<file path="src/rtl/vga_console_writer.sv">
// vga_console_writer: byte-stream console front end for the 40x30 text display.
// Accepts bytes over valid/ready and issues one video-RAM write per cycle:
// printable characters, backspace blanks, single-line clears on newline and
// full-screen clears on reset or form feed.
module vga_console_writer #(
    parameter int         COLS  = 40,
    parameter int         ROWS  = 30,
    parameter int         AW    = 11,
    parameter logic [7:0] BLANK = 8'h20
) (
    input  logic          clk,
    input  logic          reset,
    input  logic [7:0]    in_data,
    input  logic          in_valid,
    output logic          in_ready,
    output logic [AW-1:0] vram_waddr,
    output logic [7:0]    vram_wdata,
    output logic          vram_we,
    output logic [5:0]    cursor_col,
    output logic [4:0]    cursor_row,
    output logic          busy
);

    localparam int CELLS = COLS * ROWS;

    typedef enum logic [1:0] {
        IDLE,
        CLRLINE,
        CLEAR
    } state_t;

    state_t        state;
    logic [AW:0]   cnt;        // clear progress; one bit wider so CELLS == 2**AW still terminates
    logic [AW-1:0] row_base;   // always cursor_row * COLS
    logic          accept;
    logic [4:0]    nl_row;
    logic [AW-1:0] nl_base;

    assign in_ready = (state == IDLE);
    assign accept   = in_valid && in_ready;

    // Row and row base that a newline moves the cursor to (wraps to the top).
    always_comb begin
        nl_row  = '0;
        nl_base = '0;
        if (cursor_row != 5'(ROWS - 1)) begin
            nl_row  = cursor_row + 5'd1;
            nl_base = row_base + AW'(COLS);
        end
    end

    // Main controller: byte interpretation, cursor tracking and clear sequencing.
    always_ff @(posedge clk or posedge reset) begin
        if (reset) begin
            state      <= CLEAR;
            cnt        <= '0;
            row_base   <= '0;
            vram_we    <= 1'b0;
            vram_waddr <= '0;
            vram_wdata <= '0;
            cursor_col <= '0;
            cursor_row <= '0;
            busy       <= 1'b1;
        end else begin
            vram_we <= 1'b0;
            case (state)
                IDLE: begin
                    if (accept) begin
                        if (in_data >= 8'h20) begin
                            vram_we    <= 1'b1;
                            vram_waddr <= row_base + AW'(cursor_col);
                            vram_wdata <= in_data;
                            if (cursor_col != 6'(COLS - 1)) begin
                                cursor_col <= cursor_col + 6'd1;
                            end else begin
                                // Character goes out now; the line clear starts
                                // from column 0 on the next cycle.
                                cursor_col <= '0;
                                cursor_row <= nl_row;
                                row_base   <= nl_base;
                                cnt        <= '0;
                                busy       <= 1'b1;
                                state      <= CLRLINE;
                            end
                        end else begin
                            case (in_data)
                                8'h0D: cursor_col <= '0;
                                8'h0A: begin
                                    // Column 0 of the new row is blanked in the
                                    // accept cycle itself, so the clear resumes at 1.
                                    cursor_col <= '0;
                                    cursor_row <= nl_row;
                                    row_base   <= nl_base;
                                    vram_we    <= 1'b1;
                                    vram_waddr <= nl_base;
                                    vram_wdata <= BLANK;
                                    cnt        <= (AW+1)'(1);
                                    busy       <= 1'b1;
                                    state      <= CLRLINE;
                                end
                                8'h08: begin
                                    if (cursor_col != '0) begin
                                        cursor_col <= cursor_col - 6'd1;
                                        vram_we    <= 1'b1;
                                        vram_waddr <= row_base + AW'(cursor_col - 6'd1);
                                        vram_wdata <= BLANK;
                                    end
                                end
                                8'h0C: begin
                                    cursor_col <= '0;
                                    cursor_row <= '0;
                                    row_base   <= '0;
                                    cnt        <= '0;
                                    busy       <= 1'b1;
                                    state      <= CLEAR;
                                end
                                default: ;
                            endcase
                        end
                    end
                end
                CLRLINE: begin
                    if (cnt == (AW+1)'(COLS)) begin
                        busy  <= 1'b0;
                        state <= IDLE;
                    end else begin
                        vram_we    <= 1'b1;
                        vram_waddr <= row_base + cnt[AW-1:0];
                        vram_wdata <= BLANK;
                        cnt        <= cnt + 1'b1;
                    end
                end
                CLEAR: begin
                    if (cnt == (AW+1)'(CELLS)) begin
                        cursor_col <= '0;
                        cursor_row <= '0;
                        row_base   <= '0;
                        busy       <= 1'b0;
                        state      <= IDLE;
                    end else begin
                        vram_we    <= 1'b1;
                        vram_waddr <= cnt[AW-1:0];
                        vram_wdata <= BLANK;
                        cnt        <= cnt + 1'b1;
                    end
                end
                default: begin
                    cnt   <= '0;
                    busy  <= 1'b1;
                    state <= CLEAR;
                end
            endcase
        end
    end

endmodule
</file>
<file path="config.mk">
export PLATFORM = sky130hd
export DESIGN_NAME = vga_console_writer
export DESIGN_NICKNAME = d
export VERILOG_FILES = /design/src/rtl/vga_console_writer.sv
export SDC_FILE = /design/constraint.sdc
export NUM_CORES = 1
export LEC_CHECK = 0
export BUFFER_PORTS_ARGS = -buffer_cell sky130_fd_sc_hd__buf_2
export CORE_MARGIN = 10
export CORE_UTILIZATION = 40
export DETAILED_ROUTE_END_ITERATION = 8
export SLEW_MARGIN = 20
export SYNTH_ARGS = -nofsm -noshare
export SYNTH_HDL_FRONTEND = slang
export SYNTH_SLANG_ARGS = --single-unit
</file>
<file path="constraint.sdc">
create_clock -name clk -period 6.6 [get_ports clk]
set_input_delay 0 -clock clk [delete_from_list [all_inputs] [get_ports clk]]
set_output_delay 0 -clock clk [all_outputs]
set_load 0.1 [all_outputs]
</file>
==> flow_metrics.env <==
export IMPL_ys_warn_count=0
export IMPL_status="finished clean"
export IMPL_die_w_um=131
export IMPL_gp_congestion=0.921
export IMPL_drt_first_pass_iters=5
export IMPL_max_freq_ghz=0.310
export IMPL_worst_pin_slew_ns=0.921
export IMPL_fin_skew_ns=0.00504
export IMPL_crit_arrival_ns=3.46
export IMPL_grt_pass1_wl_um=24400
export IMPL_hold_path_class="in2reg"
export IMPL_ys_seq_area_frac=0.290
export IMPL_final_layout_size_suffix_gt1_frac=0.129
export IMPL_place_inst=788
export IMPL_syn_to_final_growth_pct=15.0
export IMPL_drc=0
export IMPL_dr_total_vias=4818
export IMPL_drtIter0Drc=488
export IMPL_fin_cells=813
export IMPL_syn_area_um2=4930
export IMPL_synth_seq_cells=57
export IMPL_cts_htree_levels=3
export IMPL_die_area_um2=17200
export IMPL_final_area_um2=5670
export IMPL_syn_inst=606
export IMPL_holdCritStartpoint="in_valid"
export IMPL_crit_required_ns=6.84
export IMPL_fillers=1209
export IMPL_core_area_um2=12100
export IMPL_port_buffers=43
export IMPL_drv_cap=0
export IMPL_clk_pin_slew_worst_paths_ns=0.06
export IMPL_insertion_delay_ns=0.34
export IMPL_ys_flop_type="dfrtp_1"
export IMPL_finalHoldViolations=0
export IMPL_antenna_found_initial=0
export IMPL_finalSetupViolCount=0
export IMPL_cts_root_buf="clkbuf_16"
export IMPL_num_antenna_cells=0
export IMPL_worstPathMaxFanout=13
export IMPL_path_class="reg2reg"
export IMPL_via_per_inst=5.93
export IMPL_dpl_hpwl_um=11000
export IMPL_cp_start_kind="flop"
export IMPL_start_util=0.409
export IMPL_synth_fp_nets=660
export IMPL_cts_resized=0
export IMPL_synth_edff_count=0
export IMPL_nets=694
export IMPL_clock_sinks=57
export IMPL_ant_nets=0
export IMPL_startpoint="cursor_col[2]"
export IMPL_postPlaceCellArea_um2=5230
export IMPL_cts_buffers=9
export IMPL_relSlewSlack=0.382
export IMPL_cts_tree="done"
export IMPL_grt_overflow=0
export IMPL_synth_cell_type_count=69
export IMPL_clock_path_buffers=2
export IMPL_grt_use_total=0.181
export IMPL_synth_area_per_cell_um2=8.14
export IMPL_wl_um=15100
export IMPL_grt_pass1_vias=4641
export IMPL_rsz0062_at_grt="false"
export IMPL_final_core_util=0.470
export IMPL_setup_tns_ns=0
export IMPL_grt_max_degree=58
export IMPL_worstReg2RegStart="cursor_col[2]"
export IMPL_fp_dieH_um=131
export IMPL_rows=40
export IMPL_wire_per_inst_um=18.6
export IMPL_synthArstFlopShare=1.00
export IMPL_io_pins=44
export IMPL_multiInputGateArea_um2=3260
export IMPL_min_period_ns=3.23
export IMPL_seq_area_um2=1430
export IMPL_min_period_over_period=0.489
export IMPL_slew_viol_final=0
export IMPL_end_kind="flop"
## final cells by class
class / count / area share
clock inverter: 7 / 0.0210
tap: 168 / 0.0371
timing repair buffer: 56 / 0.0591
sequential: 57 / 0.252
clock buffer: 9 / 0.0397
multi-input combinational: 492 / 0.575
inverter: 24 / 0.0159
## layout by cell type, fill, tap and decap left out, types with 6 or more instances in the layout
cell type / n
buf_2: 43
ha_1: 40
inv_1: 23
clkbuf_16: 9
nor2b_1: 6
o21ai_0: 51
dfrtp_1: 55
nand3_1: 28
nand4_1: 9
nand2_1: 69
and3_1: 7
a21oi_1: 28
xor2_1: 11
o211ai_1: 7
xnor2_1: 19
a21o_1: 7
a211oi_1: 20
nor2_1: 49
a31oi_1: 6
nand2b_1: 10
o31ai_1: 16
nor3_1: 15
or4_1: 6
dlygate4sd3_1: 9
a221oi_1: 6
## routing by layer
layer / GRT usage / wire [µm] / vias up
met5: 0 / 0 / -
met4: 0.0641 / 294 / 0
met3: 0.0435 / 969 / 30
met2: 0.290 / 7280 / 174
met1: 0.232 / 6540 / 2314
li1: - / - / 2300
## what timing repair did
item,4_1_cts,5_1_grt
hold endpoints to repair,63,0
hold buffers,9,0
buffers inserted,0,0
## state kept, by name (all words and copies together) (netlist names)
name and flops:
vram_wdata 8, state 2, busy 1, row_base 11, vram_waddr 11, cnt 12
vram_we 1, cursor_col 6, cursor_row 5
## critical path, stage by stage, from the launching register on
cell,delay (ns)
dfrtp_1,0.54
nor3_1,0.39
nand2_1,0.12
xnor2_1,0.31
ha_1,0.33
a41oi_1,0.21
a21oi_1,0.08
o41ai_1,0.51
xor2_1,0.21
nand2_1,0.08
a311oi_1,0.32
## cell usage after synthesis (all sizes together), types with 3 or more instances
library cell   n  area [µm²]
dfrtp         55        1380
or2            3        18.8
nand3b         4        30.0
ha            40         500
o21a           4        30.0
a21o           7        52.6
nand3         29         145
a211o          3        27.5
a21oi         28         140
inv           24        90.1
xor2          11        96.3
mux2i          5        50.1
buf           10        72.6
or4            7        53.8
a31oi          6        37.5
a22oi          5        37.5
fa             3        60.1
a221oi         6        52.6
o21ai         52         260
and3           8        51.3
nand2         70         265
o211ai         8        65.1
nor3          16        80.1
xnor2         19         166
o31ai         16         120
nor2b          6        37.5
or3            5        31.3
and4           3        26.3
nand4          9        56.3
a41oi          3        26.3
nor2          49         184
o21bai         3        22.5
and2           4        25.0
a211oi        20         150
clkbuf        23        86.3
o41ai          6        71.3
nand2b        10        62.6
a31o           3        26.3
## final timing paths
kind                                       end  slack, ns  cells past startpoint
min in group asynchronous        vram_wdata[5]       0.42                      4
worst max register to register  vram_waddr[10]       3.37                     10
max in group asynchronous          row_base[4]       5.67                      4
worst max-delay path            vram_waddr[10]       3.37                     10
worst min-delay path                   vram_we       0.07                      5
worst min register to register   vram_wdata[1]       0.48                      2
## through the flow
step / hold WS (ns) / worst slack, ns
after global routing: 0.123 / 3.10
after global placement: 0.257 / 3.27
after CTS: 0.0667 / 3.18
after floorplan: 0.136 / 3.36
after detailed placement: 0.268 / 3.19
final: 0.0726 / 3.37
## cell families after synthesis
group,synth area share
multiplexers,0.0147
AO/OA/AOI/OAI,0.252
AND/OR/NAND/NOR,0.226
buffers and inverters,0.0505
flip-flops,0.290
adder cells (fa/ha/maj),0.114
XOR/XNOR,0.0533
Power is not shown: default switching activity piles up to over one toggle a cycle in this logic, so the estimate is an artifact.
